[config.mk]
export PLATFORM = sky130hd
export DESIGN_NAME = corr_peak_detect_flat
export DESIGN_NICKNAME = d
export VERILOG_FILES = /design/src/rtl/corr_peak_detect_if.sv /design/src/rtl/corr_peak_detect.sv /design/src/flat_wrapper.sv
export SDC_FILE = /design/constraint.sdc
export NUM_CORES = 1
export LEC_CHECK = 0
export BUFFER_PORTS_ARGS = -buffer_cell sky130_fd_sc_hd__buf_4
export CAP_MARGIN = 15
export CORE_UTILIZATION = 56
export DETAILED_ROUTE_END_ITERATION = 7
export PLACE_DENSITY = 0.79
export SYNTH_ARGS = -nofsm -noshare
export SYNTH_HDL_FRONTEND = slang
export SYNTH_SLANG_ARGS = --single-unit
[constraint.sdc]
create_clock -name clk -period 16.4 [get_ports clk]
set_clock_uncertainty 0.2 [all_clocks]
set_input_delay 1.64 -clock clk [delete_from_list [all_inputs] [get_ports clk]]
set_output_delay 1.64 -clock clk [all_outputs]
set_load 0.01 [all_outputs]
[src/rtl/corr_peak_detect_if.sv]
// Register bus, correlator stream and peak report bundle for corr_peak_detect.
interface corr_peak_detect_if #(
  parameter int IDX_W = 16
);
  logic        [31:0]      din;
  logic        [31:0]      dout;
  logic        [3:0]       addr;
  logic                    strobe;
  logic                    sync;
  logic                    push_corr;
  logic signed [31:0]      corr;
  logic                    push_peak;
  logic        [31:0]      peak_mag;
  logic        [IDX_W-1:0] peak_idx;
  logic                    lock;

  // Host / correlator side drives the bus and the correlation stream.
  modport master (
    output din, addr, strobe, sync, push_corr, corr,
    input  dout, push_peak, peak_mag, peak_idx, lock
  );

  // Peak detector side.
  modport slave (
    input  din, addr, strobe, sync, push_corr, corr,
    output dout, push_peak, peak_mag, peak_idx, lock
  );
endinterface

[src/rtl/corr_peak_detect.sv]
// Windowed peak search over correlator output: largest |corr|, its index
// within the window, and a threshold lock decision, with a small register bus.
module corr_peak_detect #(
  parameter int          IDX_W      = 16,
  parameter int unsigned DEF_WINDOW = 16,
  parameter int unsigned DEF_THRESH = 0
) (
  input  logic              clk,
  input  logic              reset,
  corr_peak_detect_if.slave bus
);

  typedef enum logic {IDLE, SEARCH} state_e;

  localparam logic [31:0] MAG_SAT = 32'h7FFF_FFFF;
  localparam logic [31:0] CORR_MIN = 32'h8000_0000;

  state_e           state_q, state_d;

  logic [IDX_W-1:0] window_q;
  logic [31:0]      thresh_q;
  logic [IDX_W-1:0] act_win_q;

  logic             v_q;
  logic [31:0]      mag_q;

  logic [31:0]      max_q;
  logic [IDX_W-1:0] max_idx_q;
  logic [IDX_W-1:0] cnt_q;

  logic             push_peak_q;
  logic [31:0]      peak_mag_q;
  logic [IDX_W-1:0] peak_idx_q;
  logic             lock_q;
  logic [31:0]      dout_q;

  logic             wr_window, wr_thresh;
  logic [IDX_W-1:0] window_nxt;
  logic [IDX_W-1:0] window_eff;
  logic [31:0]      mag_in;
  logic             s2_fire, report;
  logic [31:0]      cand_max;
  logic [IDX_W-1:0] cand_idx;

  assign wr_window  = bus.strobe && (bus.addr == 4'd0);
  assign wr_thresh  = bus.strobe && (bus.addr == 4'd4);
  // A write landing on the same edge as a shadow copy becomes the next window.
  assign window_nxt = wr_window ? bus.din[IDX_W-1:0] : window_q;
  assign window_eff = (window_nxt == '0) ? IDX_W'(1) : window_nxt;

  // |corr|, with the single unrepresentable value clipped to the largest positive.
  assign mag_in = (bus.corr == CORR_MIN) ? MAG_SAT :
                  bus.corr[31] ? 32'(-bus.corr) : 32'(bus.corr);

  // State register.
  always_ff @(posedge clk or posedge reset) begin
    if (reset) state_q <= IDLE;
    else       state_q <= state_d;
  end

  // Next state: sync starts (or restarts) the search from any state.
  always_comb begin
    // NOTE: every always_comb output gets a default first so no latch is inferred.
    state_d = state_q;
    if (bus.sync) state_d = SEARCH;
  end

  // Output decode: which S2 edges count, and which of those close the window.
  always_comb begin
    s2_fire = (state_q == SEARCH) && v_q && !bus.sync;
    report  = s2_fire && (cnt_q == act_win_q - IDX_W'(1));
  end

  // Running-max candidate; strict compare keeps the earliest index on ties.
  always_comb begin
    cand_max = max_q;
    cand_idx = max_idx_q;
    if (mag_q > max_q) begin
      cand_max = mag_q;
      cand_idx = cnt_q;
    end
  end

  // Programmable window and threshold registers.
  always_ff @(posedge clk or posedge reset) begin
    if (reset) begin
      window_q <= IDX_W'(DEF_WINDOW);
      thresh_q <= DEF_THRESH;
    end else begin
      // NOTE: sequential state uses <= so every register samples pre-edge values.
      if (wr_window) window_q <= bus.din[IDX_W-1:0];
      if (wr_thresh) thresh_q <= bus.din;
    end
  end

  // Stage S1: register magnitude of each incoming sample; sync drops it.
  always_ff @(posedge clk or posedge reset) begin
    if (reset) begin
      v_q   <= 1'b0;
      mag_q <= '0;
    end else begin
      v_q <= bus.push_corr && !bus.sync;
      if (bus.push_corr) mag_q <= mag_in;
    end
  end

  // Stage S2: running max, sample counter and the active-window shadow.
  always_ff @(posedge clk or posedge reset) begin
    if (reset) begin
      max_q     <= '0;
      max_idx_q <= '0;
      cnt_q     <= '0;
      act_win_q <= (IDX_W'(DEF_WINDOW) == '0) ? IDX_W'(1) : IDX_W'(DEF_WINDOW);
    end else if (bus.sync) begin
      max_q     <= '0;
      max_idx_q <= '0;
      cnt_q     <= '0;
      act_win_q <= window_eff;
    end else if (report) begin
      max_q     <= '0;
      max_idx_q <= '0;
      cnt_q     <= '0;
      act_win_q <= window_eff;
    end else if (s2_fire) begin
      max_q     <= cand_max;
      max_idx_q <= cand_idx;
      cnt_q     <= cnt_q + IDX_W'(1);
    end
  end

  // Report outputs: one-cycle pulse, result fields held until the next report.
  always_ff @(posedge clk or posedge reset) begin
    if (reset) begin
      push_peak_q <= 1'b0;
      peak_mag_q  <= '0;
      peak_idx_q  <= '0;
      lock_q      <= 1'b0;
    end else begin
      push_peak_q <= report;
      if (report) begin
        peak_mag_q <= cand_max;
        peak_idx_q <= cand_idx;
        lock_q     <= (cand_max >= thresh_q);
      end
    end
  end

  // Registered read mux; unmapped addresses leave dout unchanged.
  always_ff @(posedge clk or posedge reset) begin
    if (reset) begin
      dout_q <= '0;
    end else begin
      case (bus.addr)
        4'd0:    dout_q <= {{(32-IDX_W){1'b0}}, window_q};
        4'd4:    dout_q <= thresh_q;
        4'd8:    dout_q <= peak_mag_q;
        4'd12:   dout_q <= {lock_q, {(31-IDX_W){1'b0}}, peak_idx_q};
        default: dout_q <= dout_q;
      endcase
    end
  end

  assign bus.dout      = dout_q;
  assign bus.push_peak = push_peak_q;
  assign bus.peak_mag  = peak_mag_q;
  assign bus.peak_idx  = peak_idx_q;
  assign bus.lock      = lock_q;

endmodule

[src/flat_wrapper.sv]
// flat-port wrapper written by rule: the top's interface ports become plain ports
module corr_peak_detect_flat 
#(
  parameter int          IDX_W      = 16,
  parameter int unsigned DEF_WINDOW = 16,
  parameter int unsigned DEF_THRESH = 0
)
  (clk, reset, bus_din, bus_addr, bus_strobe, bus_sync, bus_push_corr, bus_corr, bus_dout, bus_push_peak, bus_peak_mag, bus_peak_idx, bus_lock);
  corr_peak_detect_if #(.IDX_W(IDX_W)) bus_i ();
  input  logic clk;
  input  logic reset;
  input wire logic [$bits(bus_i.din)-1:0] bus_din;
  input wire logic [$bits(bus_i.addr)-1:0] bus_addr;
  input wire logic [$bits(bus_i.strobe)-1:0] bus_strobe;
  input wire logic [$bits(bus_i.sync)-1:0] bus_sync;
  input wire logic [$bits(bus_i.push_corr)-1:0] bus_push_corr;
  input wire logic [$bits(bus_i.corr)-1:0] bus_corr;
  output wire logic [$bits(bus_i.dout)-1:0] bus_dout;
  output wire logic [$bits(bus_i.push_peak)-1:0] bus_push_peak;
  output wire logic [$bits(bus_i.peak_mag)-1:0] bus_peak_mag;
  output wire logic [$bits(bus_i.peak_idx)-1:0] bus_peak_idx;
  output wire logic [$bits(bus_i.lock)-1:0] bus_lock;
  assign bus_i.din = bus_din;
  assign bus_i.addr = bus_addr;
  assign bus_i.strobe = bus_strobe;
  assign bus_i.sync = bus_sync;
  assign bus_i.push_corr = bus_push_corr;
  assign bus_i.corr = bus_corr;
  assign bus_dout = bus_i.dout;
  assign bus_push_peak = bus_i.push_peak;
  assign bus_peak_mag = bus_i.peak_mag;
  assign bus_peak_idx = bus_i.peak_idx;
  assign bus_lock = bus_i.lock;
  corr_peak_detect #(.IDX_W(IDX_W), .DEF_WINDOW(DEF_WINDOW), .DEF_THRESH(DEF_THRESH)) u_core (.clk(clk), .reset(reset), .bus(bus_i));
endmodule
### After elaboration in Yosys (flattened, before gate mapping)

Index checks and enable logic that the tools add are counted.

* word-level logic and storage cells: 54
* bits in writable memories: 0
* input bits: 73
* memory bits (read-only): 0
* flip-flop bits (word level): 244
* memories: 0
* latch bits: 0

* reductions and logical operators: 12
* equal/unequal tests: 5
* bitwise gates (word level): 0
* mux-type cells: 18
* multiply operators: 0
* magnitude comparators: 2
* add/subtract/negate cells: 3
* div/mod/pow operators: 0
* shift operators: 0

Operator list (count)
* 32-bit two-way mux: 6
* 16-bit two-way mux: 11
* 32-bit case mux with 4 select lines: 1
* 32-bit equality test (second input constant): 1
* 32-bit greater-or-equal comparator: 1
* 32-bit greater-than comparator: 1
* 32-bit negation: 1
* 16-bit by 1-bit adder with 16-bit output (second input constant): 1
* 16-bit equality test: 1
* 16-bit logical NOT: 1
* 16-bit by 1-bit subtractor with 16-bit output (second input constant): 1
* 4-bit equality test (second input constant): 2
* 1-bit logical AND: 6
* 4-bit by 3-bit equality test with 1-bit output (second input constant): 1
* 4-bit logical NOT: 1
* 4-bit nonzero test: 1
* 3-bit nonzero test: 1
* 2-bit nonzero test: 1
* 1-bit logical NOT: 1

### Longest topological paths before layout

Gate-level depths: netlist (run 1).

* depth in word-level cells: 7
* gate-level depth with buffers: 18
* gate-level depth less buffers: 16

### Worst setup path before layout (run 1)

No wires, ideal clock.

* kind: flip-flop to flip-flop
* start: register u_core.mag_q[14]
* end: register u_core.lock_q, in the netlist u_core.bus.lock
* clock period less this slack: 4.181 ns
* path buffers: 2
* path slack: 12.219 ns
* arrival: 3.852 ns
* cell stages (with the launch flop): 18
* required time: 16.070 ns
* cell sequence: dfrtp_1 ha_1 nand4_1 or4_1 o31ai_1 o32ai_1 nor2_1 buf_2 buf_2 mux2i_1 ha_1 nand2b_1 a2111oi_0 o211ai_1 nand2_1 a31oi_1 o31ai_1 a21oi_1

* longest elaborated chain between the ends: 3

RTL lines
* from (decl): RTL line corr_peak_detect.sv:25 `logic [31:0] mag_q;`
* from (signal assigned): RTL line corr_peak_detect.sv:103 `if (bus.push_corr) mag_q <= mag_in;`
* 32-bit greater-than comparator: RTL line corr_peak_detect.sv:78 `if (mag_q > max_q) begin`
* 32-bit two-way mux (*): RTL line corr_peak_detect.sv:78
* 32-bit greater-or-equal comparator (*): RTL line corr_peak_detect.sv:143 `lock_q <= (cand_max >= thresh_q);`
* to (signal assigned): RTL line corr_peak_detect.sv:143
* to (decl): RTL line corr_peak_detect.sv:34 `logic lock_q;`

Every way passes the cells marked *; elsewhere a longest branch is shown, timed or not.
A chain may end at the register's enable or synchronous reset.

### Final worst setup path (run 1)

* start: register u_core.mag_q[14]
* end: register u_core.lock_q, in the netlist u_core.bus.lock

* longest elaborated chain between the ends: 3

RTL lines
* 32-bit greater-than comparator: RTL line corr_peak_detect.sv:78
* 32-bit two-way mux: RTL line corr_peak_detect.sv:78
* named net u_core.cand_max[25]: RTL line corr_peak_detect.sv:42 `logic [31:0] cand_max;`
* 32-bit greater-or-equal comparator: RTL line corr_peak_detect.sv:143

The timed path passes the listed nets, and every way through them passes these cells.

==> results.sh, run 1 <==
export IMPL_yosysUniqueCellTypes=68
export IMPL_die_w_um=157.8
export IMPL_power_density_nw_per_um2=111.1
export IMPL_wire_per_inst_um=20.73
export IMPL_die_y_um=157.8
export IMPL_via_per_inst=5.990
export IMPL_vias=10400
export IMPL_p_leak_nw=7.757
export IMPL_layout_setup_ws_ns=11.10
export IMPL_combPwrFrac=0.241
export IMPL_yosysTopAreaCell="dfrtp_1"
export IMPL_grt_overflow=0
export IMPL_fmax_ghz=0.1888
export IMPL_drt_iter0_markers=836
export IMPL_start_util=0.5755
export IMPL_io_pins=155
export IMPL_cts_setup_buffers=0
export IMPL_clock_latency_ns=0.54
export IMPL_cts_resized_gates=0
export IMPL_path_class="reg2reg"
export IMPL_dp_hpwl_mm=25.39
export IMPL_firstDrtPassIters=7
export IMPL_synth_seq_cells=244
export IMPL_multi_input_area_sq_um=6893
export IMPL_critPathCaptureType="flop"
export IMPL_syn_area_sq_um=13590
export IMPL_status="finished, final reports clean"
export IMPL_hold_viol=0
export IMPL_cts_tree="done"
export IMPL_port_buffer_count=154
export IMPL_grt_max_degree=117
export IMPL_grt_pass1_vias=10140
export IMPL_numCtsBuffers=27
export IMPL_max_cap_violations=0
export IMPL_postCtsHoldBufs=0
export IMPL_relSlewSlack=0.2167
export IMPL_critPathRequiredTime_ns=16.61
export IMPL_p_int_mw=1.214
export IMPL_totalNegativeSetupSlack_ns=0
export IMPL_power_total_mw=1.754
export IMPL_seq_area_sq_um=6108
export IMPL_peakVddDrop_uv=63.59
export IMPL_syn_inst=1274
export IMPL_antenna_cells=0
export IMPL_wirelength_mm=36.01
export IMPL_clkPwrFrac=0.336
export IMPL_antenna_found_initial=0
export IMPL_fill_cells=1808
export IMPL_hold_slack_ns=0.3031
export IMPL_min_period_over_period=0.3230
export IMPL_period_minus_slack_ns=5.297
export IMPL_cts_sinks=244
export IMPL_cp_data_arrival_time_ns=5.51
export IMPL_p_sw_mw=0.5398
export IMPL_clkTransAtPathRegs_ns=0.06
export IMPL_ys_top_cells_by_area="dfrtp_1 45%, mux2_2 9.5%, ha_1 6.2%, nor2_1 4.9%, mux2i_1 3.9%"
export IMPL_final_nets=1539
export IMPL_setup_viol=0
export IMPL_htreeDepth=1
export IMPL_grt_pass1_wl_mm=56.60
export IMPL_cp_max_fo=30
export IMPL_tightest_slew_ns=1.173
export IMPL_slew_viol_final=0
export IMPL_start_kind="flop"
export IMPL_avgSynthCellArea_sq_um=10.67
export IMPL_layout_drive_gt1_share=0.2489
export IMPL_grt_usage=0.2959
export IMPL_rows=56
export IMPL_dp_slack_ns=11.14
export IMPL_swShare=0.3078
export IMPL_dieArea_sq_um=24890
export IMPL_hp_class="reg2reg"
export IMPL_core_area_sq_um=23610
export IMPL_utilization=0.6682
export IMPL_yosys_warnings=0
export IMPL_ys_seq_area_frac=0.4495
export IMPL_synth_nets=1414
export IMPL_synth_async_reset_ratio=1.000
export IMPL_gp_congestion=0.9027
export IMPL_cts_buffer_depth=3
export IMPL_p_seq_frac=0.423
export IMPL_rsz0062_at_grt="false"
export IMPL_synth_edf_count=0
export IMPL_drcViolationCount=0
export IMPL_antenna_left=0
export IMPL_synthDominantCellAreaShare=0.4456
export IMPL_root_buffer="clkbuf_16"
export IMPL_syn_to_final_growth_pct=16.11
export IMPL_synth_top_flop_cell="dfrtp_1"
-- layer usage --
metal / track usage / vias up / share of wire / wire length, um
met3: 0.03887 / 64 / 0.065 / 2347
met4: 0.09339 / 0 / 0.026 / 944
li1: - / 4765 / - / -
met2: 0.4722 / 368 / 0.47 / 16980
met5: 0 / - / 0 / 0
met1: 0.4186 / 5207 / 0.44 / 15740
-- metrics by stage --
step | area, sq um | cells
final | 15780 | 1737
after global routing | 15780 | 1737
after CTS | 15780 | 1737
after detailed placement | 14930 | 1689
after global placement | 14920 | 1688
after floorplan | 13590 | 1274
-- state kept, by name, summed over array words and instances, names as in the netlist, 16 cells and up --
name	flops
u_core.act_win_q	16
u_core.bus.dout	32
u_core.bus.peak_idx	16
u_core.bus.peak_mag	32
u_core.cnt_q	16
u_core.mag_q	32
u_core.max_idx_q	16
u_core.max_q	32
u_core.thresh_q	32
u_core.window_q	16
-- worst max-delay path, cell delays in order (launching register included) --
cell and delay [ns]:
dfrtp_1 0.41, ha_1 0.33, nand4_1 0.16, or4_1 0.61
o31ai_1 0.24, o32ai_1 0.22, nor2_4 0.51, buf_4 0.49
mux2_2 0.42, ha_1 0.30, a21o_1 0.17, a21o_1 0.18
a21oi_1 0.15, nor2_1 0.06, a211oi_1 0.32, and4_1 0.30
a21oi_1 0.08
-- cells in the final DEF, fill, tap and decap left out, types with 4 or more instances in the layout --
cell / netlist / layout
mux2i_1: 53 / 53
clkbuf_8: 0 / 6
a2111oi_0: 4 / 4
or3_1: 7 / 7
nor3_1: 9 / 9
and3_1: 5 / 4
a31oi_1: 4 / 4
nor4_1: 15 / 14
o31ai_1: 10 / 10
nor2_1: 179 / 178
xnor2_1: 20 / 20
a21oi_1: 48 / 48
o211ai_1: 5 / 5
mux2_4: 13 / 13
o41ai_1: 6 / 6
ha_1: 67 / 67
or2_2: 4 / 4
a21o_1: 14 / 14
nand4_1: 16 / 16
o21ai_0: 37 / 37
inv_1: 75 / 74
buf_4: 6 / 165
mux2_2: 115 / 115
nand2_1: 25 / 25
dfrtp_1: 242 / 242
mux2_1: 46 / 46
a221oi_1: 16 / 16
nand3_1: 17 / 17
xor2_1: 42 / 42
nor2b_1: 24 / 23
a22oi_1: 33 / 33
clkbuf_16: 0 / 27
clkinv_2: 0 / 4
clkbuf_1: 37 / 9
or4_1: 6 / 6
-- power by group through the flow --
stage / clock [mW] / sequential, mW / combinational (mW)
6_report: 0.589 / 0.742 / 0.423
5_1_grt: 0.619 / 0.749 / 0.467
4_1_cts: 0.594 / 0.739 / 0.422
3_5_place_dp: 0 / 0.748 / 0.417
3_3_place_gp: 0 / 0.744 / 0.403
2_1_floorplan: 0 / 0.729 / 0.295
-- logic make-up (layout without fill, tap and decap cells) --
kind of cell / Yosys count / after routing / share of synthesized area
buffers and inverters: 144 / 288 / 0.04594
muxes: 227 / 227 / 0.1868
xor gates and xnor gates: 62 / 62 / 0.03996
and+or+nand+nor: 328 / 328 / 0.1157
adders and majority gates: 67 / 67 / 0.06169
AOI/OAI and AO/OA: 202 / 202 / 0.1004
DFF: 244 / 244 / 0.4495
-- cell type report --
type	count	share of cell area
multi-input cells	886	0.4368
clock inverters	6	0.003727
repair buffers	165	0.07850
clock buffers	42	0.05019
flip-flops and latches	244	0.3871
inverters	75	0.01832
well taps	319	0.02530
-- Yosys cell counts (5+ instances only) --
cell type / instances
nor2_1: 179
buf_1: 9
nor3_1: 9
o41ai_1: 6
nor4_1: 15
a221oi_1: 16
a22oi_1: 33
o21ai_0: 37
buf_4: 6
mux2_1: 46
mux2_2: 115
and3_1: 5
dfrtp_1: 242
a21oi_1: 48
clkbuf_1: 37
nand3_1: 17
buf_2: 11
mux2i_1: 53
mux2_4: 13
o31ai_1: 10
nor2b_1: 24
inv_1: 75
ha_1: 67
nand4_1: 16
xor2_1: 42
or3_1: 7
nand2_1: 25
or4_1: 6
o211ai_1: 5
xnor2_1: 20
a21o_1: 14
-- path summary, 6_finish.rpt --
path,slack (ns),cells after the start,end,start
setup / recovery,11.10,16,u_core.bus.lock,u_core.mag_q[14]
hold / removal,0.30,1,u_core.state_q,u_core.state_q
setup reg to reg,11.10,16,u_core.bus.lock,u_core.mag_q[14]
hold reg to reg,0.30,1,u_core.state_q,u_core.state_q
max in group asynchronous,13.49,3,u_core.bus.peak_idx[5],reset
min in group asynchronous,1.06,2,u_core.bus.dout[29],reset
(Power assumes the default switching activity.)
==> run 2: changes to the inputs <==
--- a/config.mk
+++ b/config.mk
@@ -7,7 +7,7 @@
 export LEC_CHECK = 0
 export BUFFER_PORTS_ARGS = -buffer_cell sky130_fd_sc_hd__buf_4
 export CAP_MARGIN = 15
-export CORE_UTILIZATION = 56
+export CORE_UTILIZATION = 54
 export DETAILED_ROUTE_END_ITERATION = 7
 export PLACE_DENSITY = 0.79
 export SYNTH_ARGS = -nofsm -noshare
==> constraint.sdc (replaced) <==
create_clock -name clk -period 4.4 [get_ports clk]
set_clock_uncertainty 0.2 [all_clocks]
set_input_delay 0.44 -clock clk [delete_from_list [all_inputs] [get_ports clk]]
set_output_delay 0.44 -clock clk [all_outputs]
set_load 0.01 [all_outputs]
==> run 2 against run 1 <==
Compared with the run above: the run now ends with negative hold slack left; sequential cell count stayed put; final cell count is 4.2% higher; non-clock buffer count is 68 higher; count of clock-buffer cells in the layout is 8 lower; critical endpoint unchanged; first-iteration DRC count is 22% higher.
==> results.sh, run 2 (synthesized netlist as in run 1, its figures left out) <==
export IMPL_status="complete, but fails checks"
export IMPL_violations="negative hold slack"
export IMPL_antenna_left=0
export IMPL_numCtsBuffers=26
export IMPL_crit_buf_inv=3
export IMPL_die_w_um=160.6
export IMPL_cts_tree="done"
export IMPL_tightest_slew_ns=1.098
export IMPL_min_period_over_period=0.9935
export IMPL_port_buffer_count=154
export IMPL_setup_viol=0
export IMPL_grt_overflow=0
export IMPL_drcViolationCount=0
export IMPL_dpl_cell_area_sq_um=15080
export IMPL_r2r_start="u_core.mag_q[6]"
export IMPL_p_leak_nw=8.188
export IMPL_vias=10920
export IMPL_htreeDepth=1
export IMPL_start_util=0.5539
export IMPL_die_y_um=160.6
export IMPL_grt_max_degree=189
export IMPL_path_cells="ha_4 -> nand4_1 -> or4_4 -> o31ai_4 -> o32ai_4 -> nor2_4 -> buf_12 -> buf_4 -> buf_4 -> mux2_2 -> ha_2 -> a21o_1 -> a21o_1 -> a21oi_1 -> nor2_1 -> a211oi_1 -> and4_1 -> a21oi_1"
export IMPL_hold_viol=50
export IMPL_critPathCaptureType="flop"
export IMPL_fmax_ghz=0.2288
export IMPL_wirelength_mm=38.64
export IMPL_antenna_cells=0
export IMPL_critPathRequiredTime_ns=4.61
export IMPL_wire_per_inst_um=21.35
export IMPL_drt_iter0_markers=1019
export IMPL_grt_pass1_wl_mm=59.33
export IMPL_via_per_inst=6.032
export IMPL_path_class="reg2reg"
export IMPL_cts_sinks=244
export IMPL_stdcell_count=1810
export IMPL_cp_max_fo=6
export IMPL_power_density_nw_per_um2=418.7
export IMPL_timing_critical_path_from="u_core.mag_q[6]"
export IMPL_slowest_stage="or4_4"
export IMPL_peakVddDrop_uv=282.3
export IMPL_clkTransAtPathRegs_ns=0.06
export IMPL_final_nets=1606
export IMPL_dp_hpwl_mm=25.71
export IMPL_antenna_found_initial=1
export IMPL_relSlewSlack=0.2663
export IMPL_cts_buffer_depth=3
export IMPL_io_pins=155
export IMPL_syn_to_final_growth_pct=24.03
export IMPL_rows=57
export IMPL_max_cap_violations=0
export IMPL_critPathTopFamily="simple AND/OR/NAND/NOR gates"
export IMPL_firstDrtPassIters=7
export IMPL_start_kind="flop"
export IMPL_cp_data_arrival_time_ns=4.58
export IMPL_core_area_sq_um=24530
export IMPL_fin_area_sq_um=16850
export IMPL_layout_setup_ws_ns=0.02852
export IMPL_root_buffer="clkbuf_16"
export IMPL_hold_slack_ns=-0.02851
export IMPL_clock_latency_ns=0.53
export IMPL_period_minus_slack_ns=4.371
export IMPL_layout_drive_gt1_share=0.2853
export IMPL_hp_class="in2async"
export IMPL_grt_pass1_vias=10740
export IMPL_max_stage_delay_ns=0.57
export IMPL_slew_viol_final=0
export IMPL_grt_usage=0.2915
export IMPL_final_cell_mix="240 x dfrtp_1, 193 x buf_4, 178 x nor2_1, 109 x mux2_2, 74 x inv_1"
export IMPL_dp_cells=1706
export IMPL_dieArea_sq_um=25800
export IMPL_gp_congestion=0.9051
export IMPL_dp_slack_ns=-0.02833
export IMPL_layout_commonest_cell="dfrtp_1"
## run 2: changes by cell type in the layout (fill, tap and decap cells not counted), moves of 3 or more
cell,change
dlygate4sd3_1,+32
buf_4,+28
ha_1,-13
ha_4,+12
clkbuf_1,-8
mux2_2,-6
mux2_4,+6
buf_12,+5
bufinv_16,+4
a21oi_1,-3
a21oi_2,+3
clkinv_2,+3
## run 2: through the flow
step / util / power [mW] / TNS [ns]
floorplan: - / 3.818 / 0
global route: 0.6870 / 7.342 / -0.06694
detailed placement: 0.6148 / 4.366 / -0.02833
finish: 0.6870 / 7.057 / 0
global placement: 0.6148 / 4.307 / 0
CTS: 0.6678 / 6.828 / 0
## run 2: metal layers
metal,routed length (um),track usage,share of wire
met1,15910,0.3899,0.41
met2,19100,0.4880,0.49
met3,2257,0.03254,0.058
met4,1369,0.1100,0.035
met5,10,0,0.00026
## run 2: cell type report
class	instances	area (sq um)
repair buffers	233	1934
flip-flops and latches	244	6111
well taps	324	405.4
multi-input cells	886	7156
clock inverters	14	201.4
clock buffers	34	762.0
inverters	75	285.3
fillers	1763	7679
## run 2: worst paths after layout
path,to,slack (ns),cells after the start
worst max-delay path,u_core.bus.lock,0.03,18
worst min-delay path,u_core.thresh_q[26],-0.03,3
worst min register to register,u_core.bus.dout[13],0.31,2
max in group asynchronous,u_core.mag_q[11],3.16,3
worst max register to register,u_core.bus.lock,0.03,18
min in group clk,u_core.mag_q[0],0.01,3
## run 2: repair_timing
item / 4_1_cts / 5_1_grt
hold buffers: 32 / 0
setup buffers: 0 / 22
gates resized for setup: 3 / 37
endpoints found under the hold margin: 38 / 0
cloned: 0 / 2
pin swaps: 0 / 18
setup endpoints to repair: 1 / 1
## run 2: where the power goes
part / internal [mW] / total (mW) / switching [mW] / leakage [nW]
Sequential: 2.50 / 2.78 / 0.280 / 3.14
Clock: 1.51 / 2.45 / 0.934 / 0.480
Combinational: 0.897 / 1.83 / 0.935 / 4.57
## run 2: worst min-delay path, delay by kind of cell
kind / cells / cell delay, ns
buffers and inverters: 3 / 0.79
==> run 3: changes to the inputs <==
==> constraint.sdc (replaced) <==
create_clock -name clk -period 4.4 [get_ports clk]
set_clock_uncertainty 0.2 [all_clocks]
set_input_delay 0.66 -clock clk [delete_from_list [all_inputs] [get_ports clk]]
set_output_delay 0.66 -clock clk [all_outputs]
set_load 0.01 [all_outputs]
==> run 3 against run 2 <==
Compared with the run above: the run ends with negative setup slack left; sequential power hardly changed; final cell count down 2.2%; clock power up 3%; worst hold slack improved by 0.19 ns; first-iteration DRC count is 2.7% higher; utilization down 1.6 points; fmax fell by 2.1%; sequential share of layout area up 0.85 points; global-route usage grew 0.14 points; cell area shrank 2.3%; routed wire length up 0.20%; via count decreased by 0.72%; critical path type unchanged; critical endpoint unchanged; largest cell class unchanged.
==> results.sh, run 3 (synthesized netlist as in run 1, its figures left out) <==
export IMPL_status="complete, but fails checks"
export IMPL_violations="negative setup slack"
export IMPL_cp_max_fo=6
export IMPL_fmax_ghz=0.2240
export IMPL_path_class="reg2reg"
export IMPL_p_leak_nw=8.037
export IMPL_max_cap_violations=0
export IMPL_use_met1=0.3894
export IMPL_grt_pass1_wl_mm=59.37
export IMPL_numCtsBuffers=27
export IMPL_rr_worst_depth=18
export IMPL_slew_viol_final=0
export IMPL_via_per_inst=6.124
export IMPL_cts_buffer_depth=3
export IMPL_clock_latency_ns=0.53
export IMPL_final_cell_mix="240 x dfrtp_1, 182 x buf_4, 177 x nor2_1, 107 x mux2_2, 74 x inv_1"
export IMPL_p_sw_mw=2.164
export IMPL_die_w_um=160.6
export IMPL_grt_overflow=0
export IMPL_syn_to_final_growth_pct=21.19
export IMPL_r2r_start="u_core.mag_q[0]"
export IMPL_p_seq_frac=0.388
export IMPL_wirelength_mm=38.72
export IMPL_setup_viol=1
export IMPL_p_int_mw=4.993
export IMPL_layout_setup_ws_ns=-0.06518
export IMPL_core_area_sq_um=24530
export IMPL_tightest_slew_ns=1.117
export IMPL_antenna_found_initial=2
export IMPL_final_nets=1565
export IMPL_dpl_cell_area_sq_um=15070
export IMPL_combPwrFrac=0.258
export IMPL_dieArea_sq_um=25800
export IMPL_critPathRequiredTime_ns=4.60
export IMPL_peakVddDrop_uv=264.4
export IMPL_hold_viol=0
export IMPL_dp_hpwl_mm=26.18
export IMPL_layout_commonest_cell="dfrtp_1"
export IMPL_clkPwrFrac=0.354
export IMPL_die_y_um=160.6
export IMPL_gp_congestion=0.9178
export IMPL_power_density_nw_per_um2=434.6
export IMPL_period_minus_slack_ns=4.465
export IMPL_root_buffer="clkbuf_16"
export IMPL_use_met3=0.03977
export IMPL_fin_area_sq_um=16470
export IMPL_antenna_left=0
export IMPL_min_period_over_period=1.015
export IMPL_rows=57
export IMPL_grt_usage=0.2929
export IMPL_cts_sinks=244
export IMPL_totalNegativeSetupSlack_ns=-0.06518
export IMPL_grt_pass1_vias=10750
export IMPL_postCtsHoldBufs=0
export IMPL_grt_max_degree=186
export IMPL_drt_iter0_markers=1047
export IMPL_grt_busiest_layer="met2"
export IMPL_layout_drive_gt1_share=0.2837
export IMPL_drcViolationCount=0
export IMPL_port_buffer_count=154
export IMPL_wire_per_inst_um=21.87
export IMPL_cts_tree="done"
export IMPL_swShare=0.3024
export IMPL_cp_data_arrival_time_ns=4.67
export IMPL_relSlewSlack=0.2552
export IMPL_timing_critical_path_from="u_core.mag_q[0]"
export IMPL_grt_use_met2=0.4906
export IMPL_start_util=0.5539
export IMPL_clkTransAtPathRegs_ns=0.06
export IMPL_hp_class="in2async"
export IMPL_hold_slack_ns=0.1585
export IMPL_fill_cells=1855
export IMPL_critPathCaptureType="flop"
export IMPL_htreeDepth=1
export IMPL_firstDrtPassIters=5
export IMPL_io_pins=155
export IMPL_start_kind="flop"
export IMPL_rsz0062_at_grt="true"
export IMPL_vias=10840
==> run 3: final timing paths <==
path	end	slack (ns)
worst max-delay path	u_core.bus.lock	-0.07
worst min-delay path	u_core.thresh_q[28]	0.16
worst max register to register	u_core.bus.lock	-0.07
worst min register to register	u_core.bus.dout[15]	0.31
max in group asynchronous	u_core.mag_q[0]	2.89
min in group clk	u_core.thresh_q[30]	0.16
==> run 3: metrics by stage <==
stage                     utilization  instances  worst slack [ns]  power [mW]
after floorplan                     -       1274            0.2187       3.818
after global placement         0.6142       1704            0.1392       4.307
after detailed placement       0.6142       1704          -0.07781       4.379
after CTS                      0.6568       1754          0.007187       6.938
after global routing           0.6712       1769           -0.2242       7.440
final                          0.6713       1770          -0.06518       7.157
==> run 3: layout make-up <==
cell class / instances / area [sq um] / area share
Inverter: 75 / 285.3 / 0.01732
Clock buffer: 35 / 745.7 / 0.04528
Sequential cell: 244 / 6111 / 0.3710
Antenna cell: 1 / 2.502 / 0.0001519
Timing Repair Buffer: 191 / 1545 / 0.09382
Clock inverter: 14 / 251.5 / 0.01527
Tap cell: 324 / 405.4 / 0.02461
Multi-Input combinational cell: 886 / 7123 / 0.4325
==> run 3: layer usage <==
metal,vias to the layer above,wire length (um)
li1,4817,-
met1,5454,15960
met2,465,19180
met3,101,2235
met4,2,1341
met5,-,8
==> run 3: power groups by stage <==
stage	sequential (mW)	combinational (mW)	clock, mW
6_report	2.78	1.85	2.53
3_3_place_gp	2.78	1.52	0
4_1_cts	2.76	1.64	2.54
3_5_place_dp	2.80	1.58	0
5_1_grt	2.80	2.00	2.64
2_1_floorplan	2.72	1.10	0
==> run 3: worst max-delay path, stage by stage, from the launching register on <==
cell       delay (ns)
dfrtp_2          0.42
inv_1            0.07
ha_1             0.28
nand4_1          0.11
or4_4            0.59
o31ai_4          0.27
o32ai_4          0.15
nor2_4           0.27
clkbuf_16        0.21
buf_4            0.11
mux2_4           0.31
ha_2             0.17
a21o_1           0.16
a21o_1           0.17
a21oi_2          0.18
a211o_1          0.18
a31oi_1          0.07
o31ai_1          0.32
a21oi_1          0.11
==> run 3: repair_timing <==
action	CTS	global route
pin swaps	0	20
endpoints found under the setup margin	1	1
hold endpoints to repair	0	0
setup buffers	0	14
resized for setup	3	40
cloned	1	1
